**config.mk**
```make
export PLATFORM = sky130hd
export DESIGN_NAME = i2c_addr_counter_p
export DESIGN_NICKNAME = d
export VERILOG_FILES = /design/src/rtl/i2c_pkg.sv /design/src/rtl/i2c_addr_incr.sv /design/src/rtl/i2c_addr_counter_p.sv
export SDC_FILE = /design/constraint.sdc
export NUM_CORES = 1
export LEC_CHECK = 0
export BUFFER_PORTS_ARGS = -buffer_cell sky130_fd_sc_hd__buf_2
export CAP_MARGIN = 20
export CORE_MARGIN = 10
export CORE_UTILIZATION = 55
export DETAILED_ROUTE_END_ITERATION = 12
export PLACE_DENSITY = 0.8
export SYNTH_ARGS = -nofsm -noshare
export SYNTH_HDL_FRONTEND = slang
export SYNTH_SLANG_ARGS = --single-unit
```
**constraint.sdc**
```tcl
create_clock -name clk -period 2.9 [get_ports clk]
set_clock_uncertainty 0.15 [all_clocks]
set_input_delay 0.87 -clock clk [delete_from_list [all_inputs] [get_ports clk]]
set_output_delay 0.87 -clock clk [all_outputs]
set_load 0.02 [all_outputs]
```
**src/rtl/i2c_pkg.sv**
```systemverilog
// Shared types and helpers for the I2C slave address counter.
package i2c_pkg;

    typedef enum logic [1:0] {
        IDLE   = 2'd0,
        LOAD   = 2'd1,
        ACTIVE = 2'd2
    } state_t;

    localparam int BYTE_IDX_W = 3;

    // Number of bytes needed to carry an address of the given width.
    function automatic int addr_bytes(input int addr_w);
        return (addr_w + 7) / 8;
    endfunction

endpackage

```
**src/rtl/i2c_addr_incr.sv**
```systemverilog
// Next-address computation: page-wrapped increment in write mode, linear
// wrap in read mode. Purely combinational.
module i2c_addr_incr
    import i2c_pkg::*;
#(
    parameter int ADDR_W = 16,
    parameter int PAGE_W = 6
) (
    input  logic [ADDR_W-1:0] addr,
    input  logic              wr_mode,
    output logic [ADDR_W-1:0] addr_next,
    output logic              wrap
);

    // Mask form keeps PAGE_W == ADDR_W legal without a zero-width slice.
    localparam logic [ADDR_W-1:0] PAGE_MASK = {ADDR_W{1'b1}} >> (ADDR_W - PAGE_W);

    logic [ADDR_W-1:0] addr_plus1;

    assign addr_plus1 = addr + ADDR_W'(1);

    // Select wrap domain by transfer direction.
    always_comb begin
        addr_next = addr_plus1;
        wrap      = &addr;
        if (wr_mode) begin
            addr_next = (addr & ~PAGE_MASK) | (addr_plus1 & PAGE_MASK);
            wrap      = ((addr & PAGE_MASK) == PAGE_MASK);
        end
    end

endmodule

```
**src/rtl/i2c_addr_counter_p.sv**
```systemverilog
// Parametrised I2C slave memory-address counter.
//
//  state  | meaning
//  IDLE   | no transfer; committed address held for current-address reads
//  LOAD   | after START; collecting word-address bytes MSB first
//  ACTIVE | address committed; data bytes advance it
module i2c_addr_counter_p
    import i2c_pkg::*;
#(
    parameter int ADDR_W = 16,
    parameter int PAGE_W = 6
) (
    input  logic                  clk,
    input  logic                  rst,
    input  logic                  start,
    input  logic                  stop,
    input  logic                  load_byte,
    input  logic [7:0]            shift_data,
    input  logic                  incr,
    input  logic                  wr_mode,
    output logic [ADDR_W-1:0]     addr,
    output logic                  addr_valid,
    output logic [BYTE_IDX_W-1:0] byte_idx,
    output logic                  rollover,
    output logic                  seq_err
);

    localparam int ADDR_BYTES = addr_bytes(ADDR_W);

    if (ADDR_W < 1 || ADDR_W > 32) begin : g_bad_addr_w
        $error("ADDR_W must be within 1..32");
    end
    if (PAGE_W < 1 || PAGE_W > ADDR_W) begin : g_bad_page_w
        $error("PAGE_W must be within 1..ADDR_W");
    end

    state_t state, state_d;

    logic [ADDR_W-1:0]     staging, staging_d, staging_shift;
    logic [ADDR_W-1:0]     addr_d, addr_inc;
    logic                  addr_valid_d, rollover_d, seq_err_d, inc_wrap;
    logic [BYTE_IDX_W-1:0] byte_idx_d, byte_idx_inc;
    logic                  load_ok, load_last, incr_ok;

    i2c_addr_incr #(
        .ADDR_W (ADDR_W),
        .PAGE_W (PAGE_W)
    ) u_incr (
        .addr      (addr),
        .wr_mode   (wr_mode),
        .addr_next (addr_inc),
        .wrap      (inc_wrap)
    );

    // First-byte bits above ADDR_W fall off through the shift and size cast.
    assign staging_shift = (staging << 8) | ADDR_W'(shift_data);
    assign byte_idx_inc  = byte_idx + BYTE_IDX_W'(1);
    assign load_ok       = (state == LOAD);
    assign load_last     = load_ok && (byte_idx_inc == BYTE_IDX_W'(ADDR_BYTES));
    // INCR in LOAD before any address byte is a current-address read.
    assign incr_ok       = (state == ACTIVE) ||
                           (state == LOAD && byte_idx == '0);

    // State register.
    always_ff @(posedge clk or posedge rst) begin
        if (rst) state <= IDLE;
        else     state <= state_d;
    end

    // Next state, strobe priority START > STOP > LOAD_BYTE > INCR.
    always_comb begin
        state_d = state;
        if (start)                      state_d = LOAD;
        else if (stop)                  state_d = IDLE;
        else if (load_byte) begin
            if (load_last)              state_d = ACTIVE;
        end
        else if (incr && incr_ok)       state_d = ACTIVE;
    end

    // Next values of the datapath and output registers, same priority.
    always_comb begin
        addr_d       = addr;
        staging_d    = staging;
        addr_valid_d = addr_valid;
        byte_idx_d   = byte_idx;
        rollover_d   = 1'b0;
        seq_err_d    = 1'b0;
        if (start) begin
            staging_d    = '0;
            byte_idx_d   = '0;
            addr_valid_d = 1'b0;
        end else if (stop) begin
            byte_idx_d   = '0;
            addr_valid_d = 1'b0;
        end else if (load_byte) begin
            if (load_ok) begin
                staging_d  = staging_shift;
                byte_idx_d = byte_idx_inc;
                if (load_last) begin
                    addr_d       = staging_shift;
                    addr_valid_d = 1'b1;
                end
            end else begin
                seq_err_d = 1'b1;
            end
        end else if (incr) begin
            if (incr_ok) begin
                addr_d       = addr_inc;
                addr_valid_d = 1'b1;
                rollover_d   = inc_wrap;
            end else begin
                seq_err_d = 1'b1;
            end
        end
    end

    // Datapath and output registers.
    always_ff @(posedge clk or posedge rst) begin
        if (rst) begin
            addr       <= '0;
            staging    <= '0;
            addr_valid <= 1'b0;
            byte_idx   <= '0;
            rollover   <= 1'b0;
            seq_err    <= 1'b0;
        end else begin
            addr       <= addr_d;
            staging    <= staging_d;
            addr_valid <= addr_valid_d;
            byte_idx   <= byte_idx_d;
            rollover   <= rollover_d;
            seq_err    <= seq_err_d;
        end
    end

endmodule

```
# Word level (Yosys, flattened, before mapping)
# Index checks and enable logic that the tools add are counted.
# op_classes
bitwise_logic,4
eq_ne,9
n_addsub,2
reduce_logical,20
mux,38
# op_table
cell,n
$mux W16,6
$mux W8,4
$mux W1,19
$add A16 B1 Y16 const B,1
$or A16 B6 Y16,1
$or A16 B8 Y16,1
$reduce_and A16 Y1,1
$mux W3,4
$reduce_bool A4 Y1,3
$mux W2,5
$ne A4 B3 Y1 const B,2
$reduce_bool A2 Y1,4
$eq A6 B6 Y1 const B,1
$reduce_and A6 Y1,1
$reduce_bool A3 Y1,2
$ne A2 B1 Y1 const B,2
$reduce_and A2 Y1,2
$reduce_and A4 Y1,1
$add A3 B1 Y3 const B,1
$eq A3 B2 Y1 const B,1
$logic_and A1 B1 Y1,3
$logic_not A3 Y1,1
$reduce_and A3 Y1,1
$eq A2 B1 Y1 const B,1
other kinds (4),5
# word_totals
reg_bits,32
in_bits,15
output_inout_bits,22
wordCells,80

# Logic depth before layout (Yosys ltp)
# Gate-level depths: netlist of run 1.
# logic_depth
depth_word,8
mapped_depth,8

# By module
# Synthesis of run 1 repeated with hierarchy kept, for this count alone.
# hier_totals
cells_unflattened,179
area_unflattened_um2,1943.1
# by_module_without_submodules
module,seq_area_each_um2,n_inst,area_per_inst_um2,cells_each
i2c_addr_counter_p,800.8,1,1626.6,131
i2c_addr_incr,0.0,1,316.6,48

# Worst setup path before layout of run 1
# OpenSTA, ideal clock, no wires.
# synth_timing
path_type,input to register
startpoint,in load_byte
endpoint,reg addr[6]
setup_ns,0.124
n_path_buf,1
arrival_time_ns,1.890
slack_ns,0.736
stages,6
cell_sequence,and3b_1 -> buf_6 -> a32o_1 -> o211ai_4 -> nor4_2 -> a211o_1
# synth_between
elab_chain_cells,2
word_cells_on_any_way,6
# synth_lines
element,line_no,text
start: declaration,i2c_addr_counter_p.sv:17,"input logic load_byte,"
$ne A2 B1 Y1 (no source line) / $reduce_bool A2 Y1 (equally long branches),-,
$reduce_and A6 Y1 (no source line),-,
end signal: assignment,i2c_addr_counter_p.sv:128,addr <= addr_d;
end: declaration,i2c_addr_counter_p.sv:21,"output logic [ADDR_W-1:0] addr,"
# Parallel ways exist; a longest one is shown, timed or not.
# A chain may end at the register's enable or synchronous reset.

# Worst setup path in the final report of run 1
# layout_timing
startpoint,in load_byte
endpoint,reg addr[2]
# The elaborated chain is that of the path after synthesis.

==> results of run 1 <==
## logic make-up after synthesis
family                     after synthesis  synth area share [%]
muxes                                   12                  6.40
DFF                                     32                  42.6
xor gates and xnor gates                 3                  1.40
AOI/OAI and AO/OA                       50                  18.3
buffers and inverters                   19                  5.13
and+or+nand+nor                         85                  23.5
adders and majority gates                4                  2.66
## how the worst max path moves through the flow
| stage | slack (ns) | to | depth (start not counted) |
|---|---|---|---|
| after floorplan | 0.74 | addr[6]$_DFFE_PP0P_ | 6 |
| after global placement | 0.44 | addr[2]$_DFFE_PP0P_ | 6 |
| after detailed placement | 0.41 | addr[2]$_DFFE_PP0P_ | 6 |
| after CTS | 0.79 | addr[12]$_DFFE_PP0P_ | 6 |
| after global routing | 0.65 | addr[1]$_DFFE_PP0P_ | 7 |
| final | 0.76 | addr[2]$_DFFE_PP0P_ | 6 |
## cell type report
type | instances | area share [%]
multi-input combinational | 154 | 45.7
inverter | 9 | 1.57
tap | 46 | 2.68
sequential | 32 | 37.3
clock buffer | 7 | 3.03
timing repair buffer | 40 | 9.78
## sequential cells by signal, indices dropped and copies added, names as in the netlist
name,count
addr_valid,1
state,2
byte_idx,3
staging,8
addr,16
rollover,1
seq_err,1
## stage by stage
| stage | setup WS [ns] | instances | total power [µW] |
|---|---|---|---|
| floorplan | 0.736 | 205 | 813 |
| global placement | 0.438 | 281 | 924 |
| detailed placement | 0.406 | 281 | 932 |
| CTS | 0.787 | 288 | 1220 |
| global route | 0.648 | 288 | 1290 |
| finish | 0.759 | 288 | 1210 |
## Yosys cell counts, drive strengths merged
library cell  number
a211o              3
a211oi             1
a21oi             11
a22o               1
a22oi              4
a31oi              1
a32o               1
a32oi              2
a41o               1
a41oi              1
and2               1
and3               3
and3b              1
buf                6
clkbuf             4
dfrtp             32
ha                 4
inv                9
mux2i             12
nand2             16
nand2b             4
nand3             13
nand4              4
nand4bb            1
nor2              27
nor3               6
nor3b              1
nor4               3
nor4b              1
o211ai             1
o21ai             21
o22ai              1
o31a               1
or2                3
or3                1
xnor2              2
xor2               1
## routing by layer
metal | share of wire (%) | routed length, µm | track usage [%] | vias to the layer above
met5 | 0 | 0 | 0 | -
met4 | 1.5 | 68 | 4.84 | 0
met3 | 8.9 | 395 | 5.92 | 8
met2 | 44 | 1940 | 22.3 | 64
met1 | 46 | 2030 | 19.5 | 775
li1 | - | - | - | 805
## power by group
| part | switching [µW] | internal [µW] |
|---|---|---|
| logic | 213 | 124 |
| registers | 82.2 | 502 |
| clock network | 150 | 137 |
| total | 445 | 763 |
## worst max-delay path, cell delays in order
cell and delay, ns:
buf_2 0.17, and3b_1 0.32, nand3_1 0.21, a21oi_4 0.31, o21ai_1 0.11, a22o_1 0.23
==> reports/results.ini, run 1 <==
[cells_and_area]
final-seq-area_um2=801
n_antenna_cell=0
fillers=301
final_common_cell=buf_2
final_util_pct=64.9
multi_input_area_um2=981
drive_above_1_share_pct=24.0
syn_to_final_growth_pct=14.4
nets=261
final_area_mm2=0.00215
final_cell_mix=36 x buf_2, 32 x dfrtp_1, 27 x nor2_1

[synthesis]
synth_top_area_cell=dfrtp_1
yosys_register_bits=32
syn_area_mm2=0.00188
synth_top_area_share_pct=42.6
syn_nets=224
synth_area_leaders=dfrtp_1 43%, mux2i_1 6.4%, nor2_1 5.4%, nand3_1 3.5%, o21ai_1 3.5%
yosysWarnings=0
synth_cells=205
synth_area_per_cell_um2=9.16
ys_seq_area_share_pct=42.6
synth_cell_types=46

[clock_network]
clock-root-buffer=clkbuf_4
clkLatencyLatePin_ns=0.34
numCtsBuffers=5
cts_hold_buf=0
path_clk_slew_ns=0.10
cts_tree=yes
post-cts-setup-buffer-count=0
cts_buffer_depth=2
cts_resized=0
clkSinkCount=32
htree_levels=2

[critical_path]
cp.required_ns=2.99
r2r-start=byte_idx[0]$_DFFE_PP0P_
crit_path_start_kind=input port
ff2ff_path_depth=7
critPathKind=in -> reg
timing.reg2reg.setup_slack_ns=0.81
crit_start=load_byte
cp.arrival_ns=2.23
cp-end-kind=flop
path_max_fanout=11
r2r_end=addr[2]$_DFFE_PP0P_

[pwr]
peakVddDrop_mv=0.395
power.density_mw_per_mm2=563
leakage_uw=0.000965

[worst_hold_path]
worstHoldEndpoint=addr_valid$_DFFE_PP0P_
holdPathStages=2
hp-class=reg -> reg
min_from=addr_valid$_DFFE_PP0P_

[sta]
rsz0062_at_grt=false
setup_violations=0
fin_crit_ns=2.14
finalMaxSlewViolations=0
hold_viol_final=0
timing.fmax_mhz=467
hold_ws_ns=0.369
finalCritPeriodShare_pct=73.8
tns_ns=0
relSlewSlack_pct=63.5
tightest_slew_ns=0.545

[routing]
drtPass1Iterations=5
dr_total_vias=1652
ant_nets=0
drc=0
drt-initial-drc-count=182
wl_um=4440
via_per_inst=5.74
wl_per_cell_um=15.4

[floorplan]
die_h_um=78.4
rows=21
initial_utilization_pct=56.7
ios=37
core_mm2=0.00331
die-area_mm2=0.00615
fp.dieW_um=78.4

[placed_design]
portBuffers=36
gp_congestion=0.891
hpwl_um=3270
place_area_mm2=0.00208

[job]
maxCapViolCount=0

[grt]
antenna_found_initial=0
grt_pass1_wl_um=7650
overflow=0
grt_pass1_vias=1573
grt_util_all_layers_pct=15.0
grt_start_max_net_pins=33

[run_status]
status=finished, final reports clean

Power figures use the tool's default switching activity.
==> inputs of run 2 (changes only) <==
ABC_AREA = 1   (was default)
CORE_UTILIZATION = 50   (was 55)
PLACE_DENSITY = 0.76   (was 0.8)
clock period = 1.9 ns   (was 2.9 ns; I/O delays follow)
==> run 2 against run 1 <==
Effect of this change: synthesized cell count is 36% higher; register-to-register slack lost 0.70 ns; via count up 14%; area after synthesis increased by 5.9%; setup slack got worse by 0.65 ns; largest cell class unchanged.
==> reports/results.ini, run 2 <==
[sta]
timing.fmax_mhz=559
relSlewSlack_pct=72.8  ; was 63.5%
tns_ns=0  ; unchanged
hold_viol_final=0  ; unchanged
finalCritPeriodShare_pct=94.2
rsz0062_at_grt=false  ; unchanged
setup_violations=0  ; unchanged
tightest_slew_ns=0.409  ; was 0.545 ns
fin_crit_ns=1.79
layout_setup_ws_ns=0.110  ; was 0.759 ns
finalMaxSlewViolations=0  ; unchanged

[synthesis]
synth-edff-count=0  ; unchanged
synth_cell_types=27  ; was 46
synth_area_leaders=dfrtp_1 40%, nand2_1 20%, inv_1 6.6%, o21ai_0 4.8%, nand3_1 4.0%  ; was dfrtp_1 43%, mux2i_1 6.4%, nor2_1 5.4%, nand3_1 3.5%, o21ai_1 3.5%
ys.flop_type=dfrtp_1  ; unchanged
async_flop_share_pct=100  ; unchanged
synth_top_area_share_pct=40.3  ; was 42.6%
synth_cells=279  ; was 205
yosys_register_bits=32  ; unchanged
syn_nets=298  ; was 224
synth_top_area_cell=dfrtp_1  ; unchanged
yosysWarnings=0  ; unchanged
syn_area_mm2=0.00199  ; was 0.00188 mm²
synth_common_cells=108 x nand2_1, 35 x inv_1, 32 x dfrtp_1  ; was 32 x dfrtp_1, 27 x nor2_1, 16 x nand2_1
ys_seq_area_share_pct=40.3  ; was 42.6%
synth_most_common_cell=nand2_1  ; was dfrtp_1
synth_area_per_cell_um2=7.13  ; was 9.16 µm²

[cells_and_area]
nets=345  ; was 261
final_cell_mix=108 x nand2_1, 36 x buf_2, 35 x inv_1  ; was 36 x buf_2, 32 x dfrtp_1, 27 x nor2_1
top_regs=addr (16), staging (8), byte_idx (3)  ; unchanged
syn_to_final_growth_pct=18.4  ; was 14.4%
final_area_mm2=0.00235  ; was 0.00215 mm²
final_cells=375  ; was 288
final_util_pct=62.9  ; was 64.9%
final_common_cell=nand2_1  ; was buf_2
largest_register_ffs=16  ; unchanged
fillers=372  ; was 301
final-seq-area_um2=801  ; unchanged
drive_above_1_share_pct=24.2  ; was 24.0%
n_antenna_cell=0  ; unchanged
largest_register=addr  ; unchanged
multi_input_area_mm2=0.00100  ; was 981 µm²

[pwr]
leakage_uw=0.00123  ; was 0.000965 µW
peakVddDrop_mv=0.569  ; was 0.395 mV
power.density_mw_per_mm2=786  ; was 563 mW/mm²

[grt]
grt_start_max_net_pins=33  ; unchanged
overflow=0  ; unchanged
antenna_found_initial=0  ; unchanged
grt_pass1_vias=1858  ; was 1573
grt_util_all_layers_pct=14.3  ; was 15.0%
grt_pass1_wl_um=8440  ; was 7650 µm

[floorplan]
die-area_mm2=0.00690  ; was 0.00615 mm²
die_h_um=83.1  ; was 78.4 µm
fp.dieW_um=83.1  ; was 78.4 µm
initial_utilization_pct=53.1  ; was 56.7%
rows=22  ; was 21
ios=37  ; unchanged
core_mm2=0.00374  ; was 0.00331 mm²

[critical_path]
crit_path_start_kind=flop  ; was input port
cp.arrival_ns=1.82  ; was 2.23 ns
cp.required_ns=1.93  ; was 2.99 ns
critPathKind=reg -> reg  ; was in -> reg
path_max_fanout=9  ; was 11
cp-end-kind=flop  ; unchanged

[placed_design]
portBuffers=36  ; unchanged
place_ws_ns=0.0872  ; was 0.406 ns
placed_cells=367  ; was 281
gp_congestion=0.855  ; was 0.891
place_area_mm2=0.00226  ; was 0.00208 mm²
hpwl_um=3860  ; was 3270 µm

[clock_network]
cts_hold_buf=0  ; unchanged
cts_resized=0  ; unchanged
path_clk_slew_ns=0.07  ; was 0.10 ns
clkLatencyLatePin_ns=0.29  ; was 0.34 ns
clkSinkCount=32  ; unchanged
cts_tree=yes  ; unchanged
cts_buffer_depth=2  ; unchanged
post-cts-setup-buffer-count=0  ; unchanged
htree_levels=2  ; unchanged
numCtsBuffers=5  ; unchanged
clock-root-buffer=clkbuf_8  ; was clkbuf_4

[routing]
via_per_inst=5.00  ; was 5.74
wl_um=4990  ; was 4440 µm
wl_per_cell_um=13.3  ; was 15.4 µm
drc=0  ; unchanged
ant_nets=0  ; unchanged
drtPass1Iterations=4  ; was 5
dr_total_vias=1876  ; was 1652
drt-initial-drc-count=90  ; was 182

[job]
maxCapViolCount=0  ; unchanged

[worst_hold_path]
hp-class=in -> async  ; was reg -> reg

[run_status]
status=finished, final reports clean  ; unchanged

run 2: power by group:
| group | total, µW | switching [µW] | internal (µW) | leakage (µW) |
|---|---|---|---|---|
| clock | 543 | 255 | 289 | 0.0000510 |
| sequential | 851 | 100 | 751 | 0.000430 |
| combinational | 457 | 292 | 165 | 0.000747 |
run 2: final timing paths:
| check | from | to | slack [ns] | cells past startpoint |
|---|---|---|---|---|
| max in group asynchronous | rst | addr[7]$_DFFE_PP0P_ | 1.10 | 3 |
| worst max-delay path | byte_idx[0]$_DFFE_PP0P_ | addr[10]$_DFFE_PP0P_ | 0.11 | 10 |
| min in group clk | addr_valid$_DFFE_PP0P_ | addr_valid$_DFFE_PP0P_ | 0.33 | 2 |
| worst max register to register | byte_idx[0]$_DFFE_PP0P_ | addr[10]$_DFFE_PP0P_ | 0.11 | 10 |
| worst min-delay path | rst | byte_idx[1]$_DFFE_PP0P_ | 0.21 | 3 |
| worst min register to register | addr_valid$_DFFE_PP0P_ | addr_valid$_DFFE_PP0P_ | 0.33 | 2 |
run 2: area by class of cell:
type	instances	area share, %
clock buffer	6	3.51
clock inverter	2	0.425
inverter	41	6.80
multi-input combinational	202	42.5
sequential	32	34.0
tap	48	2.55
timing repair buffer	44	10.2
run 2: layer usage:
layer,up-vias,GRT usage (%),routed length [µm]
li1,974,-,-
met2,59,22.6,2280
met3,15,4.30,342
met5,-,0,0
met1,828,17.5,2240
met4,0,6.46,125
run 2: kinds of logic after synthesis:
| logic type | synth area share, % |
|---|---|
| adders and majority gates | 2.52 |
| buffers and inverters | 9.43 |
| AOI/OAI and AO/OA | 11.1 |
| DFF | 40.3 |
| and+or+nand+nor | 35.8 |
| xor gates and xnor gates | 0.881 |
run 2: stage by stage:
stage | hold slack [ns] | power (µW)
5_1_grt | 0.255 | 1970
4_1_cts | 0.223 | 1870
3_5_place_dp | 0.317 | 1320
2_1_floorplan | 0.353 | 1160
6_report | 0.206 | 1850
3_3_place_gp | 0.311 | 1320
run 2: worst max-delay path: stages (launching register included):
cell     delay [ns]
dfrtp_1        0.42
ha_1           0.23
inv_1          0.05
nand2_1        0.04
nand2_1        0.07
nand2_1        0.12
a21oi_4        0.17
nand3_2        0.11
buf_4          0.19
nand2_1        0.06
nand2_1        0.05
